## src/rtl/note_pkg.sv

```systemverilog
// Shared constants and FSM state type for the falling-note lane.
//   Y_W        : width of a note's top-edge y position
//   SCREEN_H   : visible lines; a note whose y reaches this has left the screen
//   SPAWN_Y    : y given to a freshly spawned note
//   HIT_Y_MIN/HIT_Y_MAX : inclusive y range judged as a hit
package note_pkg;
    localparam int Y_W       = 10;
    localparam int SCREEN_H  = 480;
    localparam int SPAWN_Y   = 0;
    localparam int HIT_Y_MIN = 360;
    localparam int HIT_Y_MAX = 420;

    typedef enum logic [1:0] {
        IDLE  = 2'd0,
        PLAY  = 2'd1,
        DRAIN = 2'd2
    } state_t;
endpackage

```

## src/rtl/note_slot.sv

```systemverilog
// One note slot: active flag plus top-edge y register.
//   clk, reset        : clock, async active-high reset
//   load              : spawn a note here (y <= SPAWN_Y, active <= 1)
//   scroll, speed     : move an active note down by speed pixels
//   clear             : retire the note (judged hit); y is held
//   active, y         : registered slot state
//   would_miss        : scrolling this cycle would push the note off screen
//   in_window         : note is active and inside the hit window
module note_slot #(
    parameter int SCREEN_H  = note_pkg::SCREEN_H,
    parameter int SPAWN_Y   = note_pkg::SPAWN_Y,
    parameter int HIT_Y_MIN = note_pkg::HIT_Y_MIN,
    parameter int HIT_Y_MAX = note_pkg::HIT_Y_MAX
) (
    input  logic                     clk,
    input  logic                     reset,
    input  logic                     load,
    input  logic                     scroll,
    input  logic                     clear,
    input  logic [3:0]               speed,
    output logic                     active,
    output logic [note_pkg::Y_W-1:0] y,
    output logic                     would_miss,
    output logic                     in_window
);
    import note_pkg::*;

    localparam logic [Y_W:0]   SCREEN_H_L = (Y_W+1)'(SCREEN_H);
    localparam logic [Y_W-1:0] SPAWN_Y_L  = Y_W'(SPAWN_Y);
    localparam logic [Y_W-1:0] WIN_LO     = Y_W'(HIT_Y_MIN);
    localparam logic [Y_W-1:0] WIN_HI     = Y_W'(HIT_Y_MAX);

    // One extra bit so a note near the bottom cannot wrap back to the top.
    logic [Y_W:0] sum;

    assign sum        = {1'b0, y} + (Y_W+1)'(speed);
    assign would_miss = active && (sum >= SCREEN_H_L);
    assign in_window  = active && (y >= WIN_LO) && (y <= WIN_HI);

    always_ff @(posedge clk or posedge reset) begin
        if (reset) begin
            active <= 1'b0;
            y      <= '0;
        end else if (clear) begin
            active <= 1'b0;
        end else if (load) begin
            active <= 1'b1;
            y      <= SPAWN_Y_L;
        end else if (scroll && active) begin
            // A note leaving the screen keeps its last on-screen y.
            if (sum >= SCREEN_H_L) active <= 1'b0;
            else                   y      <= sum[Y_W-1:0];
        end
    end
endmodule

```

## src/rtl/note_lane_scheduler.sv

```systemverilog
// Per-lane note sequencer: spawns notes into a pool of slots, scrolls them
// once per frame and judges button presses against the hit window.
//   clk, reset           : clock, async active-high reset
//   start / stop         : IDLE->PLAY / PLAY->DRAIN pulses
//   frame_tick, speed    : per-frame scroll strobe and pixels per frame
//   spawn_req/spawn_ack  : chart request (held) and same-cycle accept
//   press                : debounced player press
//   note_active, note_y_position : per-slot state, slot i at [10i+9:10i]
//   hit_pulse, miss_pulse, bad_press, done : one-cycle registered pulses
//   hit_count, miss_count : saturating counters
//   busy                 : state != IDLE
module note_lane_scheduler #(
    parameter int SLOTS     = 4,
    parameter int SCREEN_H  = note_pkg::SCREEN_H,
    parameter int SPAWN_Y   = note_pkg::SPAWN_Y,
    parameter int HIT_Y_MIN = note_pkg::HIT_Y_MIN,
    parameter int HIT_Y_MAX = note_pkg::HIT_Y_MAX,
    parameter int CNT_W     = 10
) (
    input  logic                           clk,
    input  logic                           reset,
    input  logic                           start,
    input  logic                           stop,
    input  logic                           frame_tick,
    input  logic [3:0]                     speed,
    input  logic                           spawn_req,
    output logic                           spawn_ack,
    input  logic                           press,
    output logic [SLOTS-1:0]               note_active,
    output logic [SLOTS*note_pkg::Y_W-1:0] note_y_position,
    output logic                           hit_pulse,
    output logic                           miss_pulse,
    output logic                           bad_press,
    output logic [CNT_W-1:0]               hit_count,
    output logic [CNT_W-1:0]               miss_count,
    output logic                           busy,
    output logic                           done
);
    import note_pkg::*;

    state_t                      state, state_next;
    logic [SLOTS-1:0]            in_window, would_miss;
    logic [SLOTS-1:0]            spawn_mask, load_mask, hit_mask, clear_mask;
    logic [SLOTS-1:0]            scroll_mask, miss_mask;
    logic [SLOTS-1:0][Y_W-1:0]   y_arr;
    logic [Y_W-1:0]              best_y;
    logic                        run, play, judge, found;
    logic [3:0]                  miss_n;
    logic [CNT_W:0]              miss_sum;

    assign run             = (state != IDLE);
    assign play            = (state == PLAY);
    assign busy            = run;
    assign note_y_position = y_arr;

    for (genvar i = 0; i < SLOTS; i++) begin : g_slot
        note_slot #(
            .SCREEN_H (SCREEN_H),
            .SPAWN_Y  (SPAWN_Y),
            .HIT_Y_MIN(HIT_Y_MIN),
            .HIT_Y_MAX(HIT_Y_MAX)
        ) u_slot (
            .clk       (clk),
            .reset     (reset),
            .load      (load_mask[i]),
            .scroll    (scroll_mask[i]),
            .clear     (clear_mask[i]),
            .speed     (speed),
            .active    (note_active[i]),
            .y         (y_arr[i]),
            .would_miss(would_miss[i]),
            .in_window (in_window[i])
        );
    end

    // Lowest-index free slot. Uses the registered active mask, so a slot
    // retired this cycle only becomes spawnable next cycle.
    always_comb begin
        spawn_mask = '0;
        for (int i = SLOTS - 1; i >= 0; i--) begin
            if (!note_active[i]) begin
                spawn_mask    = '0;
                spawn_mask[i] = 1'b1;
            end
        end
    end

    // Handshake ack is combinational so a held request is accepted once.
    assign spawn_ack = play && spawn_req && (|(~note_active));
    assign load_mask = spawn_ack ? spawn_mask : '0;

    // Judge: deepest note in the window wins; strict '>' keeps the lower
    // index on ties.
    always_comb begin
        hit_mask = '0;
        best_y   = '0;
        found    = 1'b0;
        for (int i = 0; i < SLOTS; i++) begin
            if (in_window[i] && (!found || y_arr[i] > best_y)) begin
                hit_mask    = '0;
                hit_mask[i] = 1'b1;
                best_y      = y_arr[i];
                found       = 1'b1;
            end
        end
    end

    assign judge       = run && press;
    assign clear_mask  = judge ? hit_mask : '0;
    assign scroll_mask = (run && frame_tick) ? (note_active & ~clear_mask) : '0;
    assign miss_mask   = scroll_mask & would_miss;

    always_comb begin
        miss_n = '0;
        for (int i = 0; i < SLOTS; i++) miss_n = miss_n + 4'(miss_mask[i]);
    end

    assign miss_sum = {1'b0, miss_count} + (CNT_W+1)'(miss_n);

    always_comb begin
        state_next = state;
        case (state)
            IDLE:    if (start)        state_next = PLAY;
            PLAY:    if (stop)         state_next = DRAIN;
            DRAIN:   if (~|note_active) state_next = IDLE;
            default:                   state_next = IDLE;
        endcase
    end

    always_ff @(posedge clk or posedge reset) begin
        if (reset) state <= IDLE;
        else       state <= state_next;
    end

    always_ff @(posedge clk or posedge reset) begin
        if (reset) begin
            hit_pulse  <= 1'b0;
            miss_pulse <= 1'b0;
            bad_press  <= 1'b0;
            done       <= 1'b0;
            hit_count  <= '0;
            miss_count <= '0;
        end else begin
            hit_pulse  <= judge && found;
            bad_press  <= judge && !found;
            miss_pulse <= |miss_mask;
            done       <= (state == DRAIN) && ~|note_active;
            if (state == IDLE && start) begin
                hit_count  <= '0;
                miss_count <= '0;
            end else begin
                if (judge && found && hit_count != '1)
                    hit_count <= hit_count + 1'b1;
                if (miss_sum[CNT_W]) miss_count <= '1;
                else                 miss_count <= miss_sum[CNT_W-1:0];
            end
        end
    end
endmodule

```

## config.mk

```make
export PLATFORM = sky130hd
export DESIGN_NAME = note_lane_scheduler
export DESIGN_NICKNAME = d
export VERILOG_FILES = /design/src/rtl/note_pkg.sv /design/src/rtl/note_slot.sv /design/src/rtl/note_lane_scheduler.sv
export SDC_FILE = /design/constraint.sdc
export NUM_CORES = 1
export LEC_CHECK = 0
export ABC_CLOCK_PERIOD_IN_PS = 13500
export CORE_ASPECT_RATIO = 0.7
export CORE_UTILIZATION = 57
export CTS_BUF_LIST = sky130_fd_sc_hd__clkbuf_4 sky130_fd_sc_hd__clkbuf_8
export DETAILED_ROUTE_END_ITERATION = 8
export DONT_BUFFER_PORTS = 1
export PLACE_DENSITY = 0.72
export SLEW_MARGIN = 40
export SYNTH_ARGS = -nofsm -noshare
export SYNTH_HDL_FRONTEND = slang
export SYNTH_SLANG_ARGS = --single-unit
```

## constraint.sdc

```tcl
create_clock -name clk -period 13.5 [get_ports clk]
set_input_delay 2.7 -clock clk [delete_from_list [all_inputs] [get_ports clk]]
set_output_delay 2.7 -clock clk [all_outputs]
set_load 0.01 [all_outputs]
```

==> metrics.yaml, run 1 <==
crit_buf_inv: 1
hold_path_depth: 1
coreArea_mm2: 0.00968
cts_tree: "built"
cp_top_family: "compound AO/OA/AOI/OAI gates"
tns_ns: 0
period_minus_slack_ns: 9.88
design_area_mm2: 0.00597
final_core_util: 0.616
cp_slowest_cell: "a2111oi_1"
async_flop_share: 1.00
seq_area_frac_synth: 0.310
antenna_found_initial: 0
postSynthAreaPerCell_um2: 8.81
relSlewSlack: 0.492
post-cts-setup-buffer-count: 0
cts.repair.resized: 0
dp_hpwl_mm: 11.6
fmax_mhz: 101
setup-violations-final: 0
slew_violations: 0
rows: 30
die_h_um: 85.4
firstDrtPassIters: 5
dp_cells: 751
tightest_slew_ns: 0.762
remaining_drc_errors: 0
min_path_type: "reg2reg"
syn_area_mm2: 0.00566
synth.most_common_cell: "dfrtp_1"
ys_types: 74
peakVddDrop_mv: 0.101
finalHoldViolCount: 0
grt_max_degree: 71
wl_mm: 15.6
ys.flop_type: "dfrtp_1"
drtAntennaViolNets: 0
routabilityCongestion: 0.938
cp-start-kind: "register"
grt_pass1_vias: 4914
ys_top_cells_by_count: "70 x dfrtp_1, 67 x nand2_1, 48 x ha_1"
outcome: "finished clean"
die_x_um: 121
synthTopCellsByArea: "dfrtp_1 31%, ha_1 11%, nand2_1 4.4%, a21oi_1 3.7%, o21ai_0 3.1%"
rsz0062_at_grt: "false"
reg2reg_slack_ns: 3.62
h-tree-depth: 3
grt_overflow: 0
postCtsHoldBufs: 0
path_class: "reg2reg"
vias_per_cell: 6.61
synth-edff-count: 0
min-delay-start: "state[1]"
yosys_warnings: 0
initial_core_util: 0.584
vias: 5073
min_to: "state[0]"
yosys.area.top_type: "dfrtp_1"
track_usage: 0.318
worst_slack_ns: 3.62
rr_startpoint: "g_slot[0].u_slot.active"
endpoint_kind: "register"
clk_pin_slew_worst_paths_ns: 0.09
cts_root_buf: "clkbuf_8"
p_leak_nw: 2.61
synth_top_area_share: 0.310
reg2reg_to: "miss_count[6]"
cts_buffer_depth: 2
fin_cells: 768
cp_slowest_stage_delay_ns: 0.65
syn_inst: 642
drive_gt1_frac: 0.0720
grt_pass1_wl_mm: 25.5
pin_count: 81
maxCapViolations: 0
cts_sinks: 70
cts_buffers: 9
fin_crit_sh: 0.732
crit_required_ns: 13.72
clk_latency_ns: 0.37
first_iter_violations: 515
wire_per_inst_um: 20.3
ff2ff_path_depth: 31
fin_skew_ns: 0.0164
syn2layout_area_growth_pct: 5.46
final_nets: 700
critical_path_arrival_ns: 10.10
dieArea_mm2: 0.0103
post-place-ws_ns: 3.58
ys_seq_elements: 70
powerDensity_mw_per_mm2: 175
cp_max_fo: 16
dpl-instance-area_mm2: 0.00572
portBuffers: 0
metrics by stage:
stage / hold slack, ns / total power, W
2_1_floorplan: 0.464 / 0.000718
3_3_place_gp: 0.491 / 0.000810
3_5_place_dp: 0.517 / 0.000829
4_1_cts: 0.529 / 0.00103
5_1_grt: 0.573 / 0.00112
6_report: 0.537 / 0.00104
routing by layer:
metal | track usage | vias up | routed length, µm
met5 | 0 | - | 0
met4 | 0.0920 | 0 | 257
met3 | 0.0780 | 21 | 1190
met2 | 0.475 | 221 | 6710
met1 | 0.455 | 2448 | 7470
li1 | - | 2383 | -
cell type report:
cell class,instances,area (µm²)
inverters,30,115
diodes,1,2.50
repair buffers,3,26.3
clock buffers,10,138
flip-flops and latches,70,1750
well taps,128,160
fillers,849,3720
multi-input cells,520,3680
clock inverters,6,93.8
worst max-delay path by stage:
stage / start / to / slack [ns] / depth (start not counted)
after floorplan: g_slot[0].u_slot.y[9] / miss_count[7] / 5.07 / 34
after global placement: g_slot[0].u_slot.active / miss_count[0] / 4.00 / 31
after detailed placement: g_slot[0].u_slot.active / miss_count[6] / 3.58 / 31
after CTS: g_slot[0].u_slot.active / miss_count[6] / 3.55 / 31
after global routing: g_slot[0].u_slot.active / miss_count[6] / 3.10 / 31
final: g_slot[0].u_slot.active / miss_count[6] / 3.62 / 31
layout by cell type (no fill, tap or decap), drive strengths merged, types with 13 or more instances in the layout:
cell type and instances:
dfrtp 70, nand2 68, ha 48, a21oi 42, nor2 41, o21ai 36, inv 31, nand3 28
nand4 22, a21o 18, a211oi 17, mux2i 15, nor3 13
flip-flops by register name (all words and copies together) (netlist names):
signal and count:
bad_press 1, done 1, g_slot.u_slot.active 4, g_slot.u_slot.y 40, hit_count 10, hit_pulse 1, miss_count 10, miss_pulse 1
state 2
kinds of logic (layout without fill, tap and decap cells):
kind of cell / Yosys count / after routing / synth area share
AOI/OAI and AO/OA: 172 / 172 / 0.212
xor gates and xnor gates: 22 / 22 / 0.0341
adders and majority gates: 55 / 55 / 0.131
buffers and inverters: 54 / 49 / 0.0429
DFF: 70 / 70 / 0.310
muxes: 21 / 21 / 0.0385
other: 1 / 4 / 0.000663
and+or+nand+nor: 247 / 247 / 0.231
report_power, final:
| part | internal, W | total (W) | switching, W | leakage, nW |
|---|---|---|---|---|
| registers | 0.000258 | 0.000405 | 0.000147 | 0.914 |
| logic | 0.000180 | 0.000435 | 0.000255 | 1.58 |
| clock network | 0.000110 | 0.000202 | 0.0000918 | 0.113 |
worst register-to-register path, delay by kind of cell, from the launching register on:
kind                       cells  cell delay [ns]
AOI/OAI and AO/OA             13             3.98
adders and majority gates      6             2.41
buffers and inverters          1             0.06
DFF                            1             0.64
muxes                          2             0.80
and+or+nand+nor                9             1.85
(Power assumes the default switching activity.)
==> run 2: changes to the inputs <==
--- a/config.mk
+++ b/config.mk
@@ -5,7 +5,7 @@
 export SDC_FILE = /design/constraint.sdc
 export NUM_CORES = 1
 export LEC_CHECK = 0
-export ABC_CLOCK_PERIOD_IN_PS = 13500
+export ABC_CLOCK_PERIOD_IN_PS = 10000
 export CORE_ASPECT_RATIO = 0.7
 export CORE_UTILIZATION = 57
 export CTS_BUF_LIST = sky130_fd_sc_hd__clkbuf_4 sky130_fd_sc_hd__clkbuf_8
==> constraint.sdc (replaced) <==
create_clock -name clk -period 10 [get_ports clk]
set_input_delay 2 -clock clk [delete_from_list [all_inputs] [get_ports clk]]
set_output_delay 2 -clock clk [all_outputs]
set_load 0.01 [all_outputs]
==> metrics.yaml, run 2 (synthesis gave the netlist of run 1 again) <==
cts_sinks: 70  # unchanged
wl_mm: 15.3  # -2.0%
final_nets: 702  # +0.29%
fmax_mhz: 107  # +5.7%
outcome: "finished clean"
peakVddDrop_mv: 0.138  # +36%
die_x_um: 121  # unchanged
dp_hpwl_mm: 11.3  # -2.5%
drtAntennaViolNets: 0  # unchanged
dp_cells: 753  # +0.27%
clk_latency_ns: 0.37  # about the same
maxCapViolations: 0  # unchanged
cp_slowest_cell: "a2111oi_1"
portBuffers: 0  # unchanged
firstDrtPassIters: 5  # unchanged
crit_buf_inv: 2  # +1
rows: 30  # unchanged
cp_max_fo: 16  # unchanged
syn2layout_area_growth_pct: 5.13
seqPwrFrac: 0.397  # +0.009
vias: 5086  # +0.26%
final_cell_mix: "70 x dfrtp_1, 67 x nand2_1, 48 x ha_1, 42 x a21oi_1, 40 x nor2_1"
min_path_type: "reg2reg"
vias_per_cell: 6.61  # +0.13%
cts_buffers: 9  # unchanged
grt_pass1_wl_mm: 24.6  # -3.5%
fin_skew_ns: 0.0163  # -0.0000424 ns
setup-violations-final: 0  # unchanged
track_usage: 0.308  # -0.00990
slew_violations: 0  # unchanged
tightest_slew_ns: 0.772  # +0.00988 ns
first_iter_violations: 497  # -3.5%
cts_buffer_depth: 2  # unchanged
regMostFlops: "g_slot.u_slot.y"
post-cts-setup-buffer-count: 0  # unchanged
grt_pass1_vias: 4676  # -4.8%
drive_gt1_frac: 0.0733  # +0.00134
final_common_cell: "dfrtp_1"
dpl-instance-area_mm2: 0.00574  # +0.26%
cts_root_buf: "clkbuf_8"
powerDensity_mw_per_mm2: 231  # +32%
comb_power_share: 0.422  # +0.004
routabilityCongestion: 0.959  # +2.3%
finalPower_w: 0.00138  # +32%
internal-power_w: 0.000714  # +30%
postCtsHoldBufs: 0  # unchanged
path_class: "reg2reg"
critical_path_arrival_ns: 9.57  # -0.53 ns
design_area_mm2: 0.00595  # -0.31%
p_sw_frac: 0.481  # +0.00706
h-tree-depth: 3  # unchanged
clk_pin_slew_worst_paths_ns: 0.08  # about the same
crit_required_ns: 10.22  # -3.50 ns
grt_max_degree: 71  # unchanged
pin_count: 81  # unchanged
fin_cells: 769  # +0.13%
antenna_found_initial: 0  # unchanged
initial_core_util: 0.584  # unchanged
dieArea_mm2: 0.0103  # unchanged
cts_tree: "built"
power.share.clock: 0.181  # -0.013
endpoint_kind: "register"
cp_top_family: "compound AO/OA/AOI/OAI gates"
wire_per_inst_um: 19.9  # -2.1%
cp-start-kind: "register"
largestRegisters: "g_slot.u_slot.y: 40 flops, hit_count: 10 flops, miss_count: 10 flops"
finalHoldViolCount: 0  # unchanged
largest_reg_flops: 40  # unchanged
grt_overflow: 0  # unchanged
switchingPower_w: 0.000662  # +34%
remaining_drc_errors: 0  # unchanged
cts.repair.resized: 0  # unchanged
antennaDiodeCount: 0  # -1
cp_slowest_stage_delay_ns: 0.71  # +0.06 ns
die_h_um: 85.4  # unchanged
tns_ns: 0  # unchanged
coreArea_mm2: 0.00968  # unchanged
relSlewSlack: 0.484  # -0.00818
p_leak_nw: 2.61  # about the same
fin_crit_sh: 0.935  # +0.203
rsz0062_at_grt: "false"
period_minus_slack_ns: 9.35  # -0.529 ns
final_core_util: 0.614  # -0.00194
-- run 2: power by group through the flow --
stage               registers [W]  clock network, W  logic (W)
global route             0.000559          0.000264   0.000657
finish                   0.000546          0.000250   0.000581
detailed placement       0.000546                 0   0.000568
global placement         0.000543                 0   0.000547
floorplan                0.000460                 0   0.000510
CTS                      0.000540          0.000254   0.000572
-- run 2: layout make-up --
| class | count | area, µm² |
|---|---|---|
| Clock buffer | 10 | 138 |
| Clock inverter | 6 | 70.1 |
| Fill cell | 851 | 3740 |
| Inverter | 30 | 115 |
| Multi-Input combinational cell | 520 | 3670 |
| Sequential cell | 70 | 1750 |
| Tap cell | 128 | 160 |
| Timing Repair Buffer | 5 | 41.3 |
-- run 2: final timing paths --
check,slack (ns),end,startpoint,cells past startpoint
worst max-delay path,0.65,miss_count[0],g_slot[0].u_slot.y[5],32
worst min-delay path,0.53,state[0],state[1],1
worst max register to register,0.65,miss_count[0],g_slot[0].u_slot.y[5],32
worst min register to register,0.53,state[0],state[1],1
max in group asynchronous,7.84,g_slot[1].u_slot.y[6],reset,2
min in group asynchronous,1.67,g_slot[2].u_slot.y[5],reset,2
-- run 2: layer usage --
metal  track usage  part of all wire  vias to the layer above
li1              -                 -                     2392
met1         0.452              0.48                     2457
met2         0.451              0.43                      207
met3        0.0726             0.070                       30
met4        0.0853             0.017                        0
met5             0                 0                        -
-- run 2: per-stage QoR --
step	worst slack, ns	hold slack (ns)
finish	0.649	0.525
floorplan	1.57	0.464
CTS	0.632	0.523
global route	0.0660	0.568
global placement	1.08	0.492
detailed placement	0.650	0.510
==> run 3: changes to the inputs <==
--- a/config.mk
+++ b/config.mk
@@ -5,13 +5,15 @@
 export SDC_FILE = /design/constraint.sdc
 export NUM_CORES = 1
 export LEC_CHECK = 0
-export ABC_CLOCK_PERIOD_IN_PS = 10000
+export ABC_CLOCK_PERIOD_IN_PS = 8000
+export CELL_PAD_IN_SITES_DETAIL_PLACEMENT = 2
+export CELL_PAD_IN_SITES_GLOBAL_PLACEMENT = 2
 export CORE_ASPECT_RATIO = 0.7
-export CORE_UTILIZATION = 57
+export CORE_UTILIZATION = 37
 export CTS_BUF_LIST = sky130_fd_sc_hd__clkbuf_4 sky130_fd_sc_hd__clkbuf_8
 export DETAILED_ROUTE_END_ITERATION = 8
 export DONT_BUFFER_PORTS = 1
-export PLACE_DENSITY = 0.72
+export PLACE_DENSITY_LB_ADDON = 0.1
 export SLEW_MARGIN = 40
 export SYNTH_ARGS = -nofsm -noshare
 export SYNTH_HDL_FRONTEND = slang
==> constraint.sdc (replaced) <==
create_clock -name clk -period 8 [get_ports clk]
set_input_delay 1.6 -clock clk [delete_from_list [all_inputs] [get_ports clk]]
set_output_delay 1.6 -clock clk [all_outputs]
set_load 0.01 [all_outputs]
==> metrics.yaml, run 3 (synthesis gave the netlist of run 1 again) <==
rsz0062_at_grt: "true"
design_area_mm2: 0.00699  # +18%
final_common_cell: "dfrtp_1"
track_usage: 0.287  # -0.0216
cp_slowest_stage_delay_ns: 0.60  # -0.11 ns
use_met3: 0.0593  # -0.0133
nFillCells: 1586  # +86%
grt_pass1_vias: 6058  # +30%
h-tree-depth: 3  # unchanged
portBuffers: 0  # unchanged
cp_max_fo: 8  # -8
endpoint_kind: "register"
critical_path_arrival_ns: 8.26  # -1.31 ns
cp_slowest_cell: "fa_1"
wire_per_inst_um: 25.1  # +26%
vias_per_cell: 6.14  # -7.2%
cts_buffer_depth: 2  # unchanged
firstDrtPassIters: 4  # -1
met2_usage: 0.478  # +0.0273
dpl-instance-area_mm2: 0.00609  # +6.0%
drive_gt1_frac: 0.235  # +0.162
setup-violations-final: 2  # +2
drtAntennaViolNets: 0  # unchanged
finalHoldViolCount: 0  # unchanged
path_class: "reg2reg"
postCtsHoldBufs: 0  # unchanged
initial_core_util: 0.382  # -0.202
clk_latency_ns: 0.38  # about the same
fin_crit_sh: 1.01  # +0.0701
die_h_um: 105  # +24%
largest_reg_flops: 40  # unchanged
dp_cells: 852  # +13%
post-place-ws_ns: -0.617  # -1.27 ns
p_leak_nw: 2.98  # +14%
final_cell_mix: "70 x dfrtp_1, 59 x nand2_1, 53 x buf_4, 37 x nor2_1, 34 x ha_1"
dieArea_mm2: 0.0158  # +53%
clk_pin_slew_worst_paths_ns: 0.09  # about the same
min_path_type: "reg2reg"
fin_cells: 893  # +16%
violations: "negative setup slack"
die_x_um: 150  # +24%
first_iter_violations: 255  # -49%
tightest_slew_ns: 0.898  # +0.126 ns
dp_hpwl_mm: 16.0  # +41%
outcome: "finished with violations"
fin_skew_ns: 0.0119  # -0.00440 ns
cts_root_buf: "clkbuf_8"
peakVddDrop_mv: 0.142  # +3.1%
cts_buffers: 9  # unchanged
antennaDiodeCount: 0  # unchanged
coreArea_mm2: 0.0148  # +53%
routabilityCongestion: 0.881  # -8.1%
seqCellArea_mm2: 0.00175  # unchanged
fmax_mhz: 124  # +16%
ff2ff_path_depth: 34  # +6.3%
period_minus_slack_ns: 8.04  # -1.31 ns
vias: 5481  # +7.8%
grt_overflow: 0  # unchanged
rows: 37  # +23%
grt_util_met1: 0.372  # -0.0793
grt_pass1_wl_mm: 34.4  # +40%
tns_ns: -0.0467  # -0.0467 ns
grt-busiest-layer: "met2"
cp-start-kind: "register"
pin_count: 81  # unchanged
multi_input_area_mm2: 0.00416  # +13%
worst_slack_ns: -0.0418  # -0.691 ns
grt_max_degree: 71  # unchanged
hold-worst-slack_ns: 0.525  # +0.0000970 ns
largestRegisters: "g_slot.u_slot.y: 40 flops, hit_count: 10 flops, miss_count: 10 flops"
wl_mm: 22.4  # +46%
slew_violations: 0  # unchanged
antenna_found_initial: 0  # unchanged
cts_tree: "built"
hold_path_depth: 1  # unchanged
crit_required_ns: 8.22  # -2.00 ns
final_nets: 759  # +8.1%
cts_sinks: 70  # unchanged
syn2layout_area_growth_pct: 23.5
regMostFlops: "g_slot.u_slot.y"
maxCapViolations: 0  # unchanged
remaining_drc_errors: 0  # unchanged
powerDensity_mw_per_mm2: 292  # +26%
relSlewSlack: 0.401  # -0.0827
-- run 3: report_power, final --
part	internal, W	switching, W
registers	0.000435	0.000208
logic	0.000443	0.000636
clock network	0.000156	0.000159
-- run 3: path summary, 6_finish.rpt --
path,slack (ns),from,end
min in group asynchronous,1.27,reset,g_slot[0].u_slot.y[4]
setup reg to reg,-0.04,g_slot[0].u_slot.y[9],miss_count[4]
hold / removal,0.53,state[1],state[0]
hold reg to reg,0.53,state[1],state[0]
max in group asynchronous,6.22,reset,bad_press
setup / recovery,-0.04,g_slot[0].u_slot.y[9],miss_count[4]
-- run 3: layer usage --
metal / part of all wire / vias up
met4: 0.024 / 0
met3: 0.047 / 38
met1: 0.45 / 2803
met5: 0 / -
met2: 0.48 / 130
li1: - / 2510
-- run 3: layout make-up --
type / count / share of cell area
Clock inverter: 5 / 0.00841
Sequential cell: 70 / 0.251
Tap cell: 195 / 0.0349
Timing Repair Buffer: 62 / 0.0732
Clock buffer: 11 / 0.0208
Multi-Input combinational cell: 520 / 0.596
Inverter: 30 / 0.0165
-- run 3: what timing repair did --
item,4_1_cts,5_1_grt
gates cloned,1,0
resized for setup,47,44
pin swaps,21,29
buffers inserted,11,13
endpoints found under the setup margin,10,10
-- run 3: critical path, delay by kind of cell, from the launching register on --
| kind | cells | cell delay [ns] |
|---|---|---|
| flip-flops | 1 | 0.38 |
| AND/OR/NAND/NOR | 10 | 1.58 |
| XOR/XNOR | 1 | 0.19 |
| AO/OA/AOI/OAI | 12 | 2.74 |
| adder cells (fa/ha/maj) | 6 | 2.14 |
| buffers and inverters | 4 | 0.49 |
| multiplexers | 1 | 0.36 |
-- run 3: per-stage QoR --
step	utilization	power, W
global placement	0.411	0.00148
CTS	0.450	0.00195
global route	0.472	0.00218
floorplan	-	0.00122
finish	0.472	0.00204
detailed placement	0.411	0.00155
